<file path="src/rtl/min_hour_cnt_if.sv">
// Pulse and display bundle for the minutes/hours clock stage.
// Defining MIN_HOUR_ALARM_EN adds the alarm compare inputs and the alarm_hit output.
interface min_hour_cnt_if;
  // sec_oc, key_mode and key_inc are single-cycle strobes with no ready:
  // a strobe is consumed on the one rising edge where it is high.
  logic       sec_oc;
  logic       key_mode;
  logic       key_inc;
  logic [3:0] min_1;
  logic [3:0] min_2;
  logic [3:0] hour_1;
  logic [3:0] hour_2;
  logic [1:0] mode;
  logic       hour_oc;
`ifdef MIN_HOUR_ALARM_EN
  logic [3:0] al_hour_2;
  logic [3:0] al_hour_1;
  logic [3:0] al_min_2;
  logic [3:0] al_min_1;
  logic       alarm_hit;

  modport master (
    output sec_oc, key_mode, key_inc, al_hour_2, al_hour_1, al_min_2, al_min_1,
    input  min_1, min_2, hour_1, hour_2, mode, hour_oc, alarm_hit
  );
  modport slave (
    input  sec_oc, key_mode, key_inc, al_hour_2, al_hour_1, al_min_2, al_min_1,
    output min_1, min_2, hour_1, hour_2, mode, hour_oc, alarm_hit
  );
`else
  modport master (
    output sec_oc, key_mode, key_inc,
    input  min_1, min_2, hour_1, hour_2, mode, hour_oc
  );
  modport slave (
    input  sec_oc, key_mode, key_inc,
    output min_1, min_2, hour_1, hour_2, mode, hour_oc
  );
`endif
endinterface

</file>
<file path="src/rtl/min_hour_cnt.sv">
// BCD minutes/hours counter with RUN / SET_HOUR / SET_MIN modes and a day-wrap pulse.
// Optional alarm compare is built when MIN_HOUR_ALARM_EN is defined.
module min_hour_cnt (
    input logic          clk,
    input logic          rst_n,
    min_hour_cnt_if.slave bus
);

    typedef enum logic [1:0] {
        MODE_RUN      = 2'd0,
        MODE_SET_HOUR = 2'd1,
        MODE_SET_MIN  = 2'd2
    } mode_e;

    mode_e      state;
    mode_e      state_nxt;
    logic       run_tick;
    logic       hour_key;
    logic       min_key;

    logic [3:0] min_1, min_2, hour_1, hour_2;
    logic       hour_oc;
    logic [3:0] m1_inc, m2_inc, h1_inc, h2_inc;
    logic       min_wrap;
    logic       hour_wrap;

    // State register
    always_ff @(posedge clk) begin
        if (!rst_n) state <= MODE_RUN;
        else        state <= state_nxt;
    end

    // Next-state logic
    always_comb begin
        state_nxt = state;
        if (bus.key_mode) begin
            case (state)
                MODE_RUN:      state_nxt = MODE_SET_HOUR;
                MODE_SET_HOUR: state_nxt = MODE_SET_MIN;
                default:       state_nxt = MODE_RUN;
            endcase
        end
    end

    // Output decode; a key_inc coinciding with key_mode is dropped.
    always_comb begin
        bus.mode = state;
        run_tick = 1'b0;
        hour_key = 1'b0;
        min_key  = 1'b0;
        case (state)
            MODE_RUN:      run_tick = bus.sec_oc;
            MODE_SET_HOUR: hour_key = bus.key_inc && !bus.key_mode;
            MODE_SET_MIN:  min_key  = bus.key_inc && !bus.key_mode;
            default:       ;
        endcase
    end

    // BCD successors; >= compares keep any stray code collapsing to a legal value.
    always_comb begin
        m1_inc   = min_1 + 4'd1;
        m2_inc   = min_2;
        min_wrap = 1'b0;
        if (min_1 >= 4'd9) begin
            m1_inc = 4'd0;
            if (min_2 >= 4'd5) begin
                m2_inc   = 4'd0;
                min_wrap = 1'b1;
            end else begin
                m2_inc = min_2 + 4'd1;
            end
        end
        h1_inc    = hour_1 + 4'd1;
        h2_inc    = hour_2;
        hour_wrap = 1'b0;
        if (hour_2 >= 4'd2 && hour_1 >= 4'd3) begin
            h1_inc    = 4'd0;
            h2_inc    = 4'd0;
            hour_wrap = 1'b1;
        end else if (hour_1 >= 4'd9) begin
            h1_inc = 4'd0;
            h2_inc = hour_2 + 4'd1;
        end
    end

    always_ff @(posedge clk) begin
        if (!rst_n) begin
            min_1   <= 4'd0;
            min_2   <= 4'd0;
            hour_1  <= 4'd0;
            hour_2  <= 4'd0;
            hour_oc <= 1'b0;
        end else begin
            hour_oc <= 1'b0;
            if (run_tick || min_key) begin
                min_1 <= m1_inc;
                min_2 <= m2_inc;
            end
            // Hour carry only in RUN; a minute wrap in SET_MIN leaves hours alone.
            if ((run_tick && min_wrap) || hour_key) begin
                hour_1 <= h1_inc;
                hour_2 <= h2_inc;
            end
            if (run_tick && min_wrap && hour_wrap) hour_oc <= 1'b1;
        end
    end

    assign bus.min_1   = min_1;
    assign bus.min_2   = min_2;
    assign bus.hour_1  = hour_1;
    assign bus.hour_2  = hour_2;
    assign bus.hour_oc = hour_oc;

`ifdef MIN_HOUR_ALARM_EN
    logic [3:0] nh1, nh2;
    logic       alarm_hit;

    always_comb begin
        nh1 = min_wrap ? h1_inc : hour_1;
        nh2 = min_wrap ? h2_inc : hour_2;
    end

    // Compare against the time the RUN tick is about to load, so the pulse lines up with it.
    always_ff @(posedge clk) begin
        if (!rst_n) alarm_hit <= 1'b0;
        else        alarm_hit <= run_tick &&
                                 ({nh2, nh1, m2_inc, m1_inc} ==
                                  {bus.al_hour_2, bus.al_hour_1, bus.al_min_2, bus.al_min_1});
    end

    assign bus.alarm_hit = alarm_hit;
`endif

endmodule

</file>
<file path="src/flat_wrapper.sv">
// flat-port wrapper written by rule: the top's interface ports become plain ports
module min_hour_cnt_flat 
  (clk, rst_n, bus_sec_oc, bus_key_mode, bus_key_inc, bus_min_1, bus_min_2, bus_hour_1, bus_hour_2, bus_mode, bus_hour_oc);
  min_hour_cnt_if bus_i ();
  input logic clk;
  input logic rst_n;
  input wire logic [$bits(bus_i.sec_oc)-1:0] bus_sec_oc;
  input wire logic [$bits(bus_i.key_mode)-1:0] bus_key_mode;
  input wire logic [$bits(bus_i.key_inc)-1:0] bus_key_inc;
  output wire logic [$bits(bus_i.min_1)-1:0] bus_min_1;
  output wire logic [$bits(bus_i.min_2)-1:0] bus_min_2;
  output wire logic [$bits(bus_i.hour_1)-1:0] bus_hour_1;
  output wire logic [$bits(bus_i.hour_2)-1:0] bus_hour_2;
  output wire logic [$bits(bus_i.mode)-1:0] bus_mode;
  output wire logic [$bits(bus_i.hour_oc)-1:0] bus_hour_oc;
  assign bus_i.sec_oc = bus_sec_oc;
  assign bus_i.key_mode = bus_key_mode;
  assign bus_i.key_inc = bus_key_inc;
  assign bus_min_1 = bus_i.min_1;
  assign bus_min_2 = bus_i.min_2;
  assign bus_hour_1 = bus_i.hour_1;
  assign bus_hour_2 = bus_i.hour_2;
  assign bus_mode = bus_i.mode;
  assign bus_hour_oc = bus_i.hour_oc;
  min_hour_cnt u_core (.clk(clk), .rst_n(rst_n), .bus(bus_i));
endmodule
</file>
<file path="config.mk">
export PLATFORM = sky130hd
export DESIGN_NAME = min_hour_cnt_flat
export DESIGN_NICKNAME = d
export VERILOG_FILES = /design/src/rtl/min_hour_cnt_if.sv /design/src/rtl/min_hour_cnt.sv /design/src/flat_wrapper.sv
export SDC_FILE = /design/constraint.sdc
export NUM_CORES = 1
export LEC_CHECK = 0
export CORE_ASPECT_RATIO = 1.2
export CORE_UTILIZATION = 53
export DETAILED_ROUTE_END_ITERATION = 16
export PLACE_DENSITY = 0.82
export SLEW_MARGIN = 25
export SYNTH_ARGS = -nofsm -noshare
export SYNTH_HDL_FRONTEND = slang
export SYNTH_SLANG_ARGS = --single-unit
</file>
<file path="constraint.sdc">
create_clock -name clk -period 3.4 [get_ports clk]
set_clock_uncertainty 0.05 [all_clocks]
set_input_delay 0.68 -clock clk [delete_from_list [all_inputs] [get_ports clk]]
set_output_delay 0.68 -clock clk [all_outputs]
set_load 0.01 [all_outputs]
</file>
==> results.cfg, run 1 <==
[place]
buffer_ports.inserted = 23
hpwlAfterDp_mm = 1.73
placed_area_mm2 = 0.00135
gp_routability_congestion = 0.798
pre_cts_ws_ns = 0.829

[synth]
synth-main-ff-cell = sky130_fd_sc_hd__dfxtp_1
post_synth_arst_share = 0
synth_cells = 130
syn-cell-area_mm2 = 0.00112
yosysWarningCount = 0
synth.lib_cells_used.distinct = 41
post_synth_edffs = 0
syn_nets = 146
synth_area_per_cell_um2 = 8.59
synth_seq_area_share = 0.341
yosys_register_bits = 19

[cells_and_area]
most_frequent_standard_cell_in_the_layout_excluding_fill_and_tap_cells = sky130_fd_sc_hd__clkdlybuf4s50_1
final_core_utilization = 0.719
antenna_cells = 0
final_design_area_no_fill_mm2 = 0.00138
area.growth.synth_to_final_pct = 23.3
fin_nets = 171
drive_above_1_share = 0.0714
layout.cells.most_common_list = 23 x sky130_fd_sc_hd__clkdlybuf4s50_1, 19 x sky130_fd_sc_hd__dfxtp_1, 15 x sky130_fd_sc_hd__a21oi_1

[critical_path]
cp_slowest_stage_delay_ns = 0.53
worstSetupEndpointType = flip-flop
cp_num_buf_inv = 2
cp_max_fo = 8
critical_path.top_delay_family = compound AO/OA/AOI/OAI gates
critical_path.startpoint_type = input port
crit_type = input port to flip-flop
worst_path_max_delay_cell = sky130_fd_sc_hd__clkdlybuf4s50_1
critPathArrivalTime_ns = 2.45
cp_cell_sequence = clkdlybuf4s50_1 -> inv_2 -> o41a_4 -> or4_1 -> a21oi_1
worst-endpoint-required_ns = 3.58

[min_path]
worst_hold_path_type = flip-flop to flip-flop

[clock_network]
post_cts_buffers = 0
clk-insertion-delay-late_ns = 0.31
ctsResizeCount = 0
h-tree-depth = 1
cts_buffers = 3
cts_hold_buffers = 0
cts.path.max_buffers = 2
clk_pin_slew_worst_paths_ns = 0.10
clockRootBuffer = sky130_fd_sc_hd__clkbuf_4
clock_sinks = 19
tritoncts_clock_tree = built

[sta]
hold_viol = 0
slew_violations = 0
worstMarginPinSlew_ns = 0.575
finalCriticalPeriod_ns = 2.27
setup_slack_ns = 1.13
rsz0062_at_grt = no
final.setup.tns_ns = 0
period_share = 0.667
fmax_mhz = 441
final_setup_violation_count = 0
slew_headroom = 0.613

[grt]
first_global_vias = 980
grt_max_degree = 15
grt_remaining_overflow = 0
initial_antenna_violation_count = 0
grt_pass1_wl_mm = 3.85
grt_usage = 0.219

[run_status]
violations = design-rule violations
outcome = finished, violations left

[pwr]
ir_drop_mv = 0.246
cellLeakagePower_uw = 0.000503
power_density_mw_per_mm2 = 295

[routing]
detail_route.vias_per_cell = 5.94
routedWlPerCell_um = 13.6
drtPass1Iterations = 10
remaining_drc_errors = 1
route.final.wire_length_mm = 2.35
wire_length_on_met2_mm = 1.17
wl_met1_mm = 1.07
postRouteAntennaNets = 0
met3RoutedLength_um = 89
route.top_layer_used = met4
initial_detailed_routing_violation_count = 20
route.vias.total = 1028

[flow_run]
max_cap_viol_count = 0

[floorplan]
ios = 24
placement_rows = 17
starting_utilization_of_the_core_area = 0.583
die_height_um = 52.3
coreArea_mm2 = 0.00191
dieArea_mm2 = 0.00229
die-width_um = 43.9
==> worst register-to-register path: cells and delay by family (launching register included) <==
family | cells | cell delay, ns
AO/OA/AOI/OAI | 3 | 0.76
buffers and inverters | 1 | 0.09
flip-flops | 1 | 0.43
AND/OR/NAND/NOR | 2 | 0.58
adder cells (fa/ha/maj) | 1 | 0.21
==> where the power goes <==
part | switching [µW] | internal, µW | total (µW)
clock network | 72.9 | 45.8 | 119
logic | 27.6 | 23.4 | 51.0
registers | 9.30 | 227 | 236
==> metrics by stage <==
| stage | total power, µW | std cells | hold WS, ns |
|---|---|---|---|
| 3_5_place_dp | 292 | 169 | 0.450 |
| 5_1_grt | 424 | 173 | 0.487 |
| 3_3_place_gp | 290 | 169 | 0.436 |
| 4_1_cts | 406 | 173 | 0.465 |
| 2_1_floorplan | 272 | 130 | 0.456 |
| 6_report | 406 | 173 | 0.461 |
==> routing by layer <==
layer  global-route usage  vias to the layer above
li1                     -                      520
met1                0.226                      480
met2                0.430                       26
met3               0.0448                        2
met4               0.0657                        0
met5                    0                        -
==> worst paths after layout <==
path                            start              endpoint  slack [ns]  depth (start not counted)
setup / recovery           bus_sec_oc  u_core.bus.hour_2[1]        1.13                          5
setup reg to reg  u_core.bus.min_2[0]  u_core.bus.hour_2[1]        1.21                          7
hold / removal    u_core.bus.min_2[3]   u_core.bus.min_2[3]        0.46                          2
hold reg to reg   u_core.bus.min_2[3]   u_core.bus.min_2[3]        0.46                          2
==> flip-flops by register name (all words and copies together) (netlist names) <==
signal	cells
u_core.bus.hour_1	4
u_core.bus.hour_2	4
u_core.bus.hour_oc	1
u_core.bus.min_1	4
u_core.bus.min_2	4
u_core.bus.mode	2
==> synthesized netlist by cell type, drive strengths merged, types with 2 or more instances <==
library cell	count	area, µm²
o21ai	6	30.0
dfxtp	19	380
nor4	2	12.5
nand2b	4	27.5
o31ai	2	20.0
nor2	7	26.3
nor3	3	15.0
or3	2	12.5
a21oi	17	100
nand4	7	43.8
ha	11	138
nand3b	2	15.0
nand3	8	40.0
inv	11	41.3
nand2	8	32.5
and3	2	12.5
buf	2	16.3
nor2b	2	12.5
==> cell families after synthesis <==
kind of cell             Yosys count  synth area share
AO/OA/AOI/OAI                     34             0.219
adder cells (fa/ha/maj)           11             0.123
flip-flops                        19             0.341
buffers and inverters             14            0.0549
multiplexers                       1           0.00897
AND/OR/NAND/NOR                   51             0.253
==> area by class of cell <==
cell class	instances	area [µm²]
Clock buffer	4	26.3
Sequential cell	19	380
Multi-Input combinational cell	97	674
Timing Repair Buffer	23	230
Fill cell	161	538
Tap cell	19	23.8
Inverter	11	41.3
(Power assumes the default switching activity.)
==> run 2, diff against run 1 <==
--- a/config.mk
+++ b/config.mk
@@ -6,9 +6,9 @@
 export NUM_CORES = 1
 export LEC_CHECK = 0
 export CORE_ASPECT_RATIO = 1.2
-export CORE_UTILIZATION = 53
+export CORE_UTILIZATION = 45
 export DETAILED_ROUTE_END_ITERATION = 16
-export PLACE_DENSITY = 0.82
+export PLACE_DENSITY = 0.74
 export SLEW_MARGIN = 25
 export SYNTH_ARGS = -nofsm -noshare
 export SYNTH_HDL_FRONTEND = slang
==> constraint.sdc (replaced) <==
create_clock -name clk -period 1.9 [get_ports clk]
set_clock_uncertainty 0.05 [all_clocks]
set_input_delay 0.38 -clock clk [delete_from_list [all_inputs] [get_ports clk]]
set_output_delay 0.38 -clock clk [all_outputs]
set_load 0.01 [all_outputs]
==> results.cfg, run 2 (synthesis gave the netlist of run 1 again) <==
[run_status]
outcome = finished, final reports clean

[grt]
grt_max_degree = 15
global_route.usage.met1 = 0.232
grt_pass1_wl_mm = 4.46
top_usage_layer = met2
met2_resource_use_gr = 0.423
grtUsageMet3 = 0.0418
grt_remaining_overflow = 0
initial_antenna_violation_count = 0
first_global_vias = 1113
grt_usage = 0.230

[routing]
drtPass1Iterations = 4
initial_detailed_routing_violation_count = 25
routedWlPerCell_um = 13.5
postRouteAntennaNets = 0
remaining_drc_errors = 0
detail_route.vias_per_cell = 5.57
route.final.wire_length_mm = 2.79
route.vias.total = 1147

[sta]
final_setup_violation_count = 0
slew_violations = 0
hold_viol = 0
rsz0062_at_grt = yes
slew_headroom = 0.687
finalCriticalPeriod_ns = 1.89
worstMarginPinSlew_ns = 0.468
fmax_mhz = 528
period_share = 0.997

[clock_network]
cts_hold_buffers = 0
clk-insertion-delay-late_ns = 0.30
cts_buffers = 3
clk_pin_slew_worst_paths_ns = 0.11
cts.path.max_buffers = 2
h-tree-depth = 1
tritoncts_clock_tree = built
clockRootBuffer = sky130_fd_sc_hd__clkbuf_4
clock_sinks = 19

[critical_path]
worst-endpoint-required_ns = 2.09
worstSetupEndpointType = flip-flop
cp_max_fo = 4
critical_path.startpoint_type = flip-flop
critPathArrivalTime_ns = 2.08
crit_type = flip-flop to flip-flop

[place]
hpwlAfterDp_mm = 2.17
dp_cells = 201
gp_routability_congestion = 0.861
buffer_ports.inserted = 23

[cells_and_area]
antenna_cells = 0
fin_nets = 192
layout.cells.most_common_list = 23 x sky130_fd_sc_hd__clkdlybuf4s50_1, 21 x sky130_fd_sc_hd__buf_4, 15 x sky130_fd_sc_hd__dfxtp_1
final_cells = 206
drive_above_1_share = 0.263
area.growth.synth_to_final_pct = 45.5
most_frequent_standard_cell_in_the_layout_excluding_fill_and_tap_cells = sky130_fd_sc_hd__clkdlybuf4s50_1

[floorplan]
coreArea_mm2 = 0.00233
die-width_um = 47.5
ios = 24
placement_rows = 19
starting_utilization_of_the_core_area = 0.479
die_height_um = 56.6
dieArea_mm2 = 0.00268

[pwr]
combPwrFrac = 0.166
totalPowerFinal_uw = 745
p_int_uw = 546
power.clock.fraction = 0.280
switching_share = 0.267
cellLeakagePower_uw = 0.000624
power.sequential.fraction = 0.554
ir_drop_mv = 0.458
total_switching_power_uw = 199
power_density_mw_per_mm2 = 458

[min_path]
worst_hold_path_type = flip-flop to flip-flop

[flow_run]
max_cap_viol_count = 0
==> run 2: cell count changes in the layout (fill, tap and decap cells not counted), moves of 2 or more <==
cell | before | now
sky130_fd_sc_hd__ha_4 | 0 | 2
sky130_fd_sc_hd__dfxtp_1 | 19 | 15
sky130_fd_sc_hd__buf_4 | 0 | 21
sky130_fd_sc_hd__ha_1 | 11 | 9
sky130_fd_sc_hd__inv_4 | 0 | 2
sky130_fd_sc_hd__dfxtp_2 | 0 | 2
sky130_fd_sc_hd__inv_1 | 10 | 7
sky130_fd_sc_hd__dfxtp_4 | 0 | 2
==> run 2: worst max-delay path, stage by stage, from the launching register on <==
cell                       delay [ns]
sky130_fd_sc_hd__dfxtp_4         0.40
sky130_fd_sc_hd__inv_4           0.04
sky130_fd_sc_hd__ha_4            0.15
sky130_fd_sc_hd__nand2b_4        0.07
sky130_fd_sc_hd__a21oi_4         0.06
sky130_fd_sc_hd__o41a_4          0.43
sky130_fd_sc_hd__or4_4           0.51
sky130_fd_sc_hd__a21oi_2         0.12
==> run 2: path summary, 6_finish.rpt <==
check,from,end,slack [ns],depth (start not counted)
max,u_core.bus.min_2[0],u_core.bus.hour_2[1],0.006,7
min,u_core.bus.min_1[0],u_core.bus.min_1[0],0.43,2
max reg2reg,u_core.bus.min_2[0],u_core.bus.hour_2[1],0.006,7
min reg2reg,u_core.bus.min_1[0],u_core.bus.min_1[0],0.43,2
==> run 2: area by class of cell <==
type / instances / area (µm²)
flip-flops and latches: 19 / 390
well taps: 31 / 38.8
inverters: 11 / 46.3
multi-input cells: 97 / 734
clock buffers: 4 / 26.3
repair buffers: 44 / 388
fillers: 210 / 706
==> run 2: through the flow <==
stage                     cell area, µm²  setup TNS [ns]  utilization  worst slack [ns]  hold WS (ns)
after floorplan                     1170         -0.0636            -           -0.0636         0.428
after global placement              1570           -1.34        0.672            -0.218         0.410
after detailed placement            1570           -1.63        0.672            -0.260         0.417
after CTS                           1600         -0.0381        0.687           -0.0381         0.433
after global routing                1620          -0.193        0.697           -0.0874         0.452
final                               1620               0        0.697           0.00601         0.431
==> run 2: what timing repair did <==
item,CTS,global route
pin swaps,3,3
setup buffers,1,0
gates resized for setup,1,7
endpoints found under the setup margin,4,7
==> run 2: power by group through the flow <==
stage | logic [µW] | registers [µW] | clock network (µW)
6_report | 124 | 413 | 208
5_1_grt | 134 | 414 | 233
4_1_cts | 121 | 413 | 211
3_5_place_dp | 117 | 423 | 0
3_3_place_gp | 113 | 423 | 0
2_1_floorplan | 60.4 | 425 | 0
==> run 2: metal layers <==
metal	part of all wire	vias to the layer above
li1	-	562
met1	0.38	556
met2	0.58	25
met3	0.032	4
met4	0.014	0
met5	0	-
==> run 3, diff against run 2 <==
--- a/config.mk
+++ b/config.mk
@@ -6,9 +6,9 @@
 export NUM_CORES = 1
 export LEC_CHECK = 0
 export CORE_ASPECT_RATIO = 1.2
-export CORE_UTILIZATION = 45
+export CORE_UTILIZATION = 49
 export DETAILED_ROUTE_END_ITERATION = 16
-export PLACE_DENSITY = 0.74
+export PLACE_DENSITY = 0.76
 export SLEW_MARGIN = 25
 export SYNTH_ARGS = -nofsm -noshare
 export SYNTH_HDL_FRONTEND = slang
==> constraint.sdc (replaced) <==
create_clock -name clk -period 1.8 [get_ports clk]
set_clock_uncertainty 0.05 [all_clocks]
set_input_delay 0.36 -clock clk [delete_from_list [all_inputs] [get_ports clk]]
set_output_delay 0.36 -clock clk [all_outputs]
set_load 0.01 [all_outputs]
==> results.cfg, run 3 (synthesis gave the netlist of run 1 again) <==
[critical_path]
cp_max_fo = 2
critPathArrivalTime_ns = 2.10
r2r-start = u_core.bus.min_2[1]
worst_r2r_path_depth = 7
crit_type = flip-flop to flip-flop
critical_path.startpoint_type = flip-flop
timing.critical_path.to = u_core.bus.hour_2[1]
reg2reg_setup_slack_ns = -0.10
r2r-end = u_core.bus.hour_2[1]
worstSetupEndpointType = flip-flop
worst-endpoint-required_ns = 2.00
setup_crit_start = u_core.bus.min_2[1]

[clock_network]
clockRootBuffer = sky130_fd_sc_hd__clkbuf_4
clk-insertion-delay-late_ns = 0.30
cts_hold_buffers = 0
cts_buffers = 3
clk_pin_slew_worst_paths_ns = 0.11
tritoncts_clock_tree = built
clock_sinks = 19
h-tree-depth = 1
cts.path.max_buffers = 2

[place]
pre_cts_ws_ns = -0.421
buffer_ports.inserted = 23
gp_routability_congestion = 0.859
hpwlAfterDp_mm = 2.35
placed_area_mm2 = 0.00164
dp_cells = 210

[floorplan]
die_height_um = 54.3
starting_utilization_of_the_core_area = 0.533
dieArea_mm2 = 0.00247
ios = 24
die-width_um = 45.6
coreArea_mm2 = 0.00209
placement_rows = 18

[pwr]
p_int_uw = 600
combPwrFrac = 0.209
ir_drop_mv = 0.536
total_switching_power_uw = 240
power.clock.fraction = 0.270
cellLeakagePower_uw = 0.000744
power.sequential.fraction = 0.521
switching_share = 0.286
power_density_mw_per_mm2 = 460

[grt]
grt_pass1_wl_mm = 4.88
grt_usage = 0.274
grt_max_degree = 11
first_global_vias = 1178
grt_remaining_overflow = 0
initial_antenna_violation_count = 0

[cells_and_area]
fin_nets = 204
final_design_area_no_fill_mm2 = 0.00183
most_frequent_standard_cell_in_the_layout_excluding_fill_and_tap_cells = sky130_fd_sc_hd__buf_4
drive_above_1_share = 0.380
layout.cells.most_common_list = 31 x sky130_fd_sc_hd__buf_4, 20 x sky130_fd_sc_hd__clkdlybuf4s50_1, 14 x sky130_fd_sc_hd__a21oi_1
antenna_cells = 0
area.growth.synth_to_final_pct = 63.8
layout.filler_cells = 120
final_core_utilization = 0.873
final_cells = 217

[sta]
finalCriticalPeriod_ns = 1.90
worstMarginPinSlew_ns = 0.377
hold_viol = 0
hold_slack_ns = 0.458
period_share = 1.06
setup_slack_ns = -0.104
fmax_mhz = 525
slew_headroom = 0.748
slew_violations = 0
final_setup_violation_count = 3
rsz0062_at_grt = yes

[run_status]
outcome = finished, violations left
violations = negative setup slack

[routing]
route.vias.total = 1262
initial_detailed_routing_violation_count = 33
drtPass1Iterations = 4
detail_route.vias_per_cell = 5.82
remaining_drc_errors = 0
route.final.wire_length_mm = 3.49
postRouteAntennaNets = 0
routedWlPerCell_um = 16.1

[flow_run]
max_cap_viol_count = 0

[min_path]
worst_hold_path_type = input port to flip-flop
run 3: cell count changes in the layout (fill, tap and decap cells not counted), moves of 2 or more:
cell                              change
sky130_fd_sc_hd__ha_1                 -2
sky130_fd_sc_hd__inv_4                +2
sky130_fd_sc_hd__buf_6                +2
sky130_fd_sc_hd__dlymetal6s2s_1       +3
sky130_fd_sc_hd__buf_4               +10
sky130_fd_sc_hd__clkdlybuf4s50_1      -3
sky130_fd_sc_hd__inv_1                -2
sky130_fd_sc_hd__dfxtp_2              +4
sky130_fd_sc_hd__ha_4                 +2
sky130_fd_sc_hd__dfxtp_1              -5
run 3: power by group through the flow:
stage / registers (µW) / logic (µW) / clock network (µW)
after floorplan: 449 / 63.8 / 0
after global placement: 444 / 138 / 0
after detailed placement: 445 / 144 / 0
after CTS: 435 / 148 / 229
after global routing: 439 / 187 / 251
final: 438 / 176 / 227
run 3: through the flow:
step | power (µW) | setup TNS (ns)
final | 841 | -0.164
after global routing | 877 | -0.584
after CTS | 812 | -0.192
after detailed placement | 589 | -3.10
after global placement | 582 | -2.56
after floorplan | 512 | -0.164
run 3: critical path, cell delays in order (launching register included):
cell and delay, ns:
sky130_fd_sc_hd__dfxtp_4 0.37, sky130_fd_sc_hd__inv_4 0.07, sky130_fd_sc_hd__ha_4 0.11, sky130_fd_sc_hd__nand2b_4 0.12
sky130_fd_sc_hd__a21oi_4 0.06, sky130_fd_sc_hd__o41a_4 0.43, sky130_fd_sc_hd__or4_4 0.52, sky130_fd_sc_hd__a21oi_2 0.12
run 3: what timing repair did:
item                                    4_1_cts  5_1_grt
endpoints found under the setup margin        8       14
gates resized for setup                       6       29
pin swaps                                     4       12
buffers inserted                              1        2
run 3: how the worst min path moves through the flow:
stage	end	from	depth (start not counted)
detailed placement	u_core.bus.hour_2[3]	u_core.bus.hour_2[3]	1
floorplan	u_core.bus.hour_2[0]	rst_n	1
global placement	u_core.bus.hour_2[3]	u_core.bus.hour_2[3]	1
CTS	u_core.bus.hour_2[3]	u_core.bus.hour_2[3]	1
finish	u_core.bus.mode[0]	bus_key_mode	4
global route	u_core.bus.mode[0]	bus_key_mode	4
run 3: layout make-up:
class / instances / area (µm²) / area share
well taps: 30 / 37.5 / 0.0205
flip-flops and latches: 19 / 399 / 0.218
repair buffers: 56 / 493 / 0.270
inverters: 11 / 51.3 / 0.0281
multi-input cells: 97 / 821 / 0.449
clock buffers: 4 / 26.3 / 0.0144
run 3: metal layers:
metal  vias up  wire length (µm)  global-route usage  part of all wire
met3        14               109              0.0297             0.031
li1        585                 -                   -                 -
met2        46              1970               0.531              0.56
met1       617              1310               0.271              0.38
met4         0                99               0.167             0.028
met5         -                 0                   0                 0
